===== src/rtl/alu_pkg.sv =====
// Shared ALU op-codes and sequencer state encoding.
// The multicycle control FSM imports these as well.
package alu_pkg;

  localparam logic [2:0] ALU_NOP  = 3'b000;
  localparam logic [2:0] ALU_ADD  = 3'b001;
  localparam logic [2:0] ALU_AND  = 3'b010;
  localparam logic [2:0] ALU_OR   = 3'b011;
  localparam logic [2:0] ALU_XOR  = 3'b100;
  localparam logic [2:0] ALU_SLL  = 3'b101;
  localparam logic [2:0] ALU_SRL  = 3'b110;
  localparam logic [2:0] ALU_ZERO = 3'b111;

  typedef enum logic [1:0] {
    IDLE  = 2'd0,
    SHIFT = 2'd1,
    DONE  = 2'd2
  } seq_state_t;

  function automatic logic is_shift_op(input logic [2:0] op);
    return (op == ALU_SLL) || (op == ALU_SRL);
  endfunction

endpackage


===== src/rtl/alu_op_sequencer_alu.sv =====
// Combinational datapath ALU. Shifts move by exactly one bit and are logical.
module alu_op_sequencer_alu
  import alu_pkg::*;
#(
  parameter int WIDTH = 32
) (
  input  logic [WIDTH-1:0] i_a,
  input  logic [WIDTH-1:0] i_b,
  input  logic [2:0]       i_sel,
  output logic [WIDTH-1:0] o_y
);

  always_comb begin
    o_y = '0;
    case (i_sel)
      ALU_ADD: o_y = i_a + i_b;
      ALU_AND: o_y = i_a & i_b;
      ALU_OR:  o_y = i_a | i_b;
      ALU_XOR: o_y = i_a ^ i_b;
      ALU_SLL: o_y = {i_a[WIDTH-2:0], 1'b0};
      ALU_SRL: o_y = {1'b0, i_a[WIDTH-1:1]};
      default: o_y = '0;
    endcase
  end

endmodule


===== src/rtl/alu_op_sequencer.sv =====
// Start/done front end for the ALU: single-cycle ops finish in one cycle,
// variable-distance shifts iterate the ALU's shift-by-1 through an accumulator.
module alu_op_sequencer
  import alu_pkg::*;
#(
  parameter int WIDTH   = 32,
  parameter int SHAMT_W = 5
) (
  input  logic               clk,
  input  logic               rst_n,
  input  logic               i_start,
  input  logic [2:0]         i_op,
  input  logic [WIDTH-1:0]   i_opnd_a,
  input  logic [WIDTH-1:0]   i_opnd_b,
  input  logic [SHAMT_W-1:0] i_shamt,
  output logic               o_ready,
  output logic               o_busy,
  output logic               o_done,
  output logic [WIDTH-1:0]   o_result
);

  seq_state_t         r_state, w_state_next;
  logic [WIDTH-1:0]   r_result, w_result_next;
  logic [WIDTH-1:0]   r_acc, w_acc_next;
  logic [SHAMT_W-1:0] r_cnt, w_cnt_next;
  logic [2:0]         r_op, w_op_next;

  logic               w_in_shift;
  logic [WIDTH-1:0]   w_alu_a;
  logic [WIDTH-1:0]   w_alu_y;
  logic [2:0]         w_alu_sel;

  // While shifting, the ALU sees only latched values so live inputs can't disturb it.
  assign w_in_shift = (r_state == SHIFT);
  assign w_alu_a    = w_in_shift ? r_acc : i_opnd_a;
  assign w_alu_sel  = w_in_shift ? r_op  : i_op;

  alu_op_sequencer_alu #(
    .WIDTH (WIDTH)
  ) u_alu (
    .i_a   (w_alu_a),
    .i_b   (i_opnd_b),
    .i_sel (w_alu_sel),
    .o_y   (w_alu_y)
  );

  always_ff @(posedge clk or negedge rst_n) begin
    if (!rst_n) begin
      r_state  <= IDLE;
      r_result <= '0;
      r_acc    <= '0;
      r_cnt    <= '0;
      r_op     <= ALU_NOP;
    end else begin
      r_state  <= w_state_next;
      r_result <= w_result_next;
      r_acc    <= w_acc_next;
      r_cnt    <= w_cnt_next;
      r_op     <= w_op_next;
    end
  end

  always_comb begin
    w_state_next  = r_state;
    w_result_next = r_result;
    w_acc_next    = r_acc;
    w_cnt_next    = r_cnt;
    w_op_next     = r_op;
    case (r_state)
      SHIFT: begin
        w_acc_next = w_alu_y;
        w_cnt_next = r_cnt - SHAMT_W'(1);
        if (r_cnt == SHAMT_W'(1)) begin
          w_result_next = w_alu_y;
          w_state_next  = DONE;
        end
      end
      default: begin
        // IDLE and DONE both accept a launch, giving back-to-back issue.
        if (i_start) begin
          if (!is_shift_op(i_op)) begin
            w_result_next = w_alu_y;
            w_state_next  = DONE;
          end else if (i_shamt == '0) begin
            w_result_next = i_opnd_a;
            w_state_next  = DONE;
          end else begin
            w_acc_next   = i_opnd_a;
            w_cnt_next   = i_shamt;
            w_op_next    = i_op;
            w_state_next = SHIFT;
          end
        end else begin
          w_state_next = IDLE;
        end
      end
    endcase
  end

  assign o_ready  = !w_in_shift;
  assign o_busy   = w_in_shift;
  assign o_done   = (r_state == DONE);
  assign o_result = r_result;

endmodule


===== config.mk =====
export PLATFORM = sky130hd
export DESIGN_NAME = alu_op_sequencer
export DESIGN_NICKNAME = d
export VERILOG_FILES = /design/src/rtl/alu_pkg.sv /design/src/rtl/alu_op_sequencer_alu.sv /design/src/rtl/alu_op_sequencer.sv
export SDC_FILE = /design/constraint.sdc
export NUM_CORES = 1
export LEC_CHECK = 0
export ABC_AREA = 1
export CELL_PAD_IN_SITES_DETAIL_PLACEMENT = 1
export CELL_PAD_IN_SITES_GLOBAL_PLACEMENT = 1
export CORE_ASPECT_RATIO = 1.75
export CORE_UTILIZATION = 30
export CTS_CLUSTER_SIZE = 16
export DETAILED_ROUTE_END_ITERATION = 12
export DONT_BUFFER_PORTS = 1
export PLACE_DENSITY = 0.62
export SLEW_MARGIN = 20
export SYNTH_ARGS = -nofsm -noshare
export SYNTH_HDL_FRONTEND = slang
export SYNTH_SLANG_ARGS = --single-unit

===== constraint.sdc =====
create_clock -name clk -period 8.3 [get_ports clk]
set_clock_uncertainty 0.15 [all_clocks]
set_input_delay 2.075 -clock clk [delete_from_list [all_inputs] [get_ports clk]]
set_output_delay 2.075 -clock clk [all_outputs]
set_load 0.02 [all_outputs]

==> metrics.md <==
| Metric | Value |
|---|---|
| Status | finished clean |
| Required @ worst endpoint | 8390 ps |
| Power Density | 306.5 nW/um^2 |
| Sequential share of the synthesized area | 22.63% |
| Synthesis-to-finish area growth | 6.529% |
| IR drop worst, VDD | 0.1091 mV |
| Most used DFF post-synth | dfrtp_1 |
| CTS sink cnt | 74 |
| CP Data Arrival Time | 4810 ps |
| Hpwl dp | 25.65 mm |
| CTS H-Tree Depth | 3 |
| Synth cell count leaders | nand2_1, inv_1, nor2_1 |
| Core ar. | 26690 sq um |
| CP Launch Point | r_state[0] |
| Grt total ovfl | 0 |
| DR WL/cell | 19.72 um |
| Die Wd | 126.8 um |
| Biggest area consumer among synthesized cells | dfrtp_1 |
| Largest cells by area after synthesis | dfrtp_1, nand2_1, ha_1, inv_1, nand3_1 |
| DR vias | 8453 |
| Initial antenna violation count | 0 |
| Core Rows | 79 |
| Seq cells post-synth | 74 |
| Post-synth EDFFs | 0 |
| GP Congestion | 0.8828 |
| Worst Hold Path EP | r_op[2] |
| FILL cells | 3543 |
| Vias in the first global route | 8791 |
| Fin nets | 1441 |
| Post-CTS Setup Inserts | 0 |
| Tcrit/Tclk final | 56.88% |
| Slew Limit Fails | 0 |
| Clock root cell | clkbuf_16 |
| HP Class | register to register |
| I/O pin total | 110 |
| RSZ-0062 raised after global routing | false |
| Yosys Warn Count | 0 |
| Critical path endpoint category | register |
| Leak | 0.004748 uW |
| RR Startpoint | r_state[0] |
| Clock buffer count from CTS | 9 |
| Antenna cells | 0 |
| Min Tclk post-route | 4721 ps |
| Post-CTS Hold Buffers | 0 |
| Worst R2R Setup Slack | 3580 ps |
| IO Port Bufs | 0 |
| Max_slew headroom | 35.75% |
| Starting DRT DRC Count | 423 |
| Register area | 1852 sq um |
| Die height | 220.5 um |
| Initial core utilization | 30.66% |
| Startpoint types | register |
| Synth top area share | 22.63% |
| DR vias/cell | 5.192 |
| Setup tns final | 0 ps |
| Synth Cell Area | 8183 sq um |
| FMAX | 211.8 MHz |
| Setup CP Type | register to register |
| Final setup viols | 0 |
| Drt pass-1 iters | 4 |
| Post-synthesis cell count | 1328 |
| Final hold violations | 0 |
| Reg clk slew, reported paths | 60 ps |
| Die Footprint | 27970 sq um |
| Crit path max fanout | 50 |
| First-pass GRT wire length | 49.80 mm |
| Residual DRC | 0 |
| Min Hold Slack | 347.3 ps |
| Hold Crit Start | r_op[2] |
| Asr flop ratio synth | 100.0% |
| Worst-margin pin slew | 961.5 ps |
| Max cap viols | 0 |
| Antenna Nets Post-Route | 0 |
| Multi-input logic area | 5218 sq um |
| Largest net degree at the start of global routing | 75 |
| Most numerous cell in the Yosys netlist | nand2_1 |
| Mapped Nets | 1470 |
| Worst r2r path cells | 15 |
| Avg Cell Area, Syn | 6.162 sq um |
| CTS Buffer Depth | 2 |
| GR Util All Layers | 23.48% |
| CTS tree | done |
| Hold Path Cell Cnt | 2 |
| Drt total wl | 32.11 mm |
| Share of cells above drive strength 1 | 5.905% |
| Worst skew pair latency | 350 ps |
| Post-cts sizing count | 0 |
| Worst reg2reg path endpoint | o_result[19] |
| Library cells used by synthesis | 50 |
-- placed cells by master (no fill, tap or decap), drive strengths merged --
cell     synthesis  routed
o221ai           3       3
nand3           97      97
or2             16      16
nand4            8       8
a22oi            2       2
clkbuf          10      11
inv            221     220
a31oi            1       1
nor2           100     100
and3             2       2
a2bb2oi          2       2
nand3b           2       2
o211ai          23      23
o21bai           6       6
xor2             3       3
buf             34       4
a21boi           9       9
o21ai           48      48
dfrtp           74      74
bufinv           0       4
and2             3       3
fa               1       1
a21o             2       2
ha              66      66
clkinv           3       5
nand2          449     449
nor3            17      17
o22ai           28      28
o21a             8       8
a21oi           90      90
-- worst max path at each step --
stage | depth (start not counted) | slack (ps) | to
floorplan | 18 | 4100 | r_acc[30]
global placement | 17 | 3370 | o_result[30]
detailed placement | 17 | 3380 | o_result[30]
CTS | 15 | 3560 | o_result[19]
global route | 15 | 3240 | o_result[19]
finish | 15 | 3580 | o_result[19]
-- flip-flops by register name, indices dropped and copies added (netlist names) --
signal / count
r_op: 3
r_acc: 32
o_result: 32
r_cnt: 5
r_state: 2
-- through the flow --
step                      worst slack [ps]  std cells  util (%)  power, uW  cell area, sq um
after floorplan                       4095       1328         -       1762              8183
after global placement                3368       1612     31.28       2158              8349
after detailed placement              3380       1612     31.28       2184              8349
after CTS                             3557       1628     32.66       2684              8717
after global routing                  3243       1628     32.66       2886              8717
final                                 3579       1628     32.66       2672              8717
-- area by class of cell --
cell class,count,area share (%)
well taps,324,4.650
clock inverters,5,1.435
flip-flops and latches,74,21.24
repair buffers,4,0.3445
clock buffers,11,2.785
inverters,224,9.689
multi-input cells,986,59.85
-- critical path, cell delays in order, from the launching register on --
cell and delay (ps):
dfrtp_1 410, nand2_4 350, clkinv_2 690, buf_4 570
nor2_1 230, a21oi_1 150, ha_1 470, nand2_1 150
nor2_1 340, nand2_1 260, o21bai_1 330, nand2_1 90
nand3_1 150, nand3_1 110, nand2_1 100, nand2_1 50
-- metal layers --
metal | GRT usage [%] | up-vias | wire (um)
met2 | 41.70 | 170 | 15910
met5 | 0 | - | 0
met1 | 27.38 | 4081 | 13440
met4 | 11.35 | 0 | 1322
li1 | - | 4150 | -
met3 | 3.699 | 52 | 1424
-- cells by family after synthesis --
kind of cell	synth area share [%]
xor+xnor	0.3212
simple gates	35.93
buf+inv	13.70
fa+ha+maj	10.34
flops	22.63
compound gates	17.08
-- power by group --
| group | switching [uW] | total (uW) | leakage, uW | internal, uW |
|---|---|---|---|---|
| logic | 995 | 1440 | 0.00365 | 450 |
| registers | 212 | 736 | 0.000915 | 523 |
| clock network | 159 | 491 | 0.000180 | 332 |
| total | 1370 | 2670 | 0.00475 | 1300 |
(Power assumes the default switching activity.)
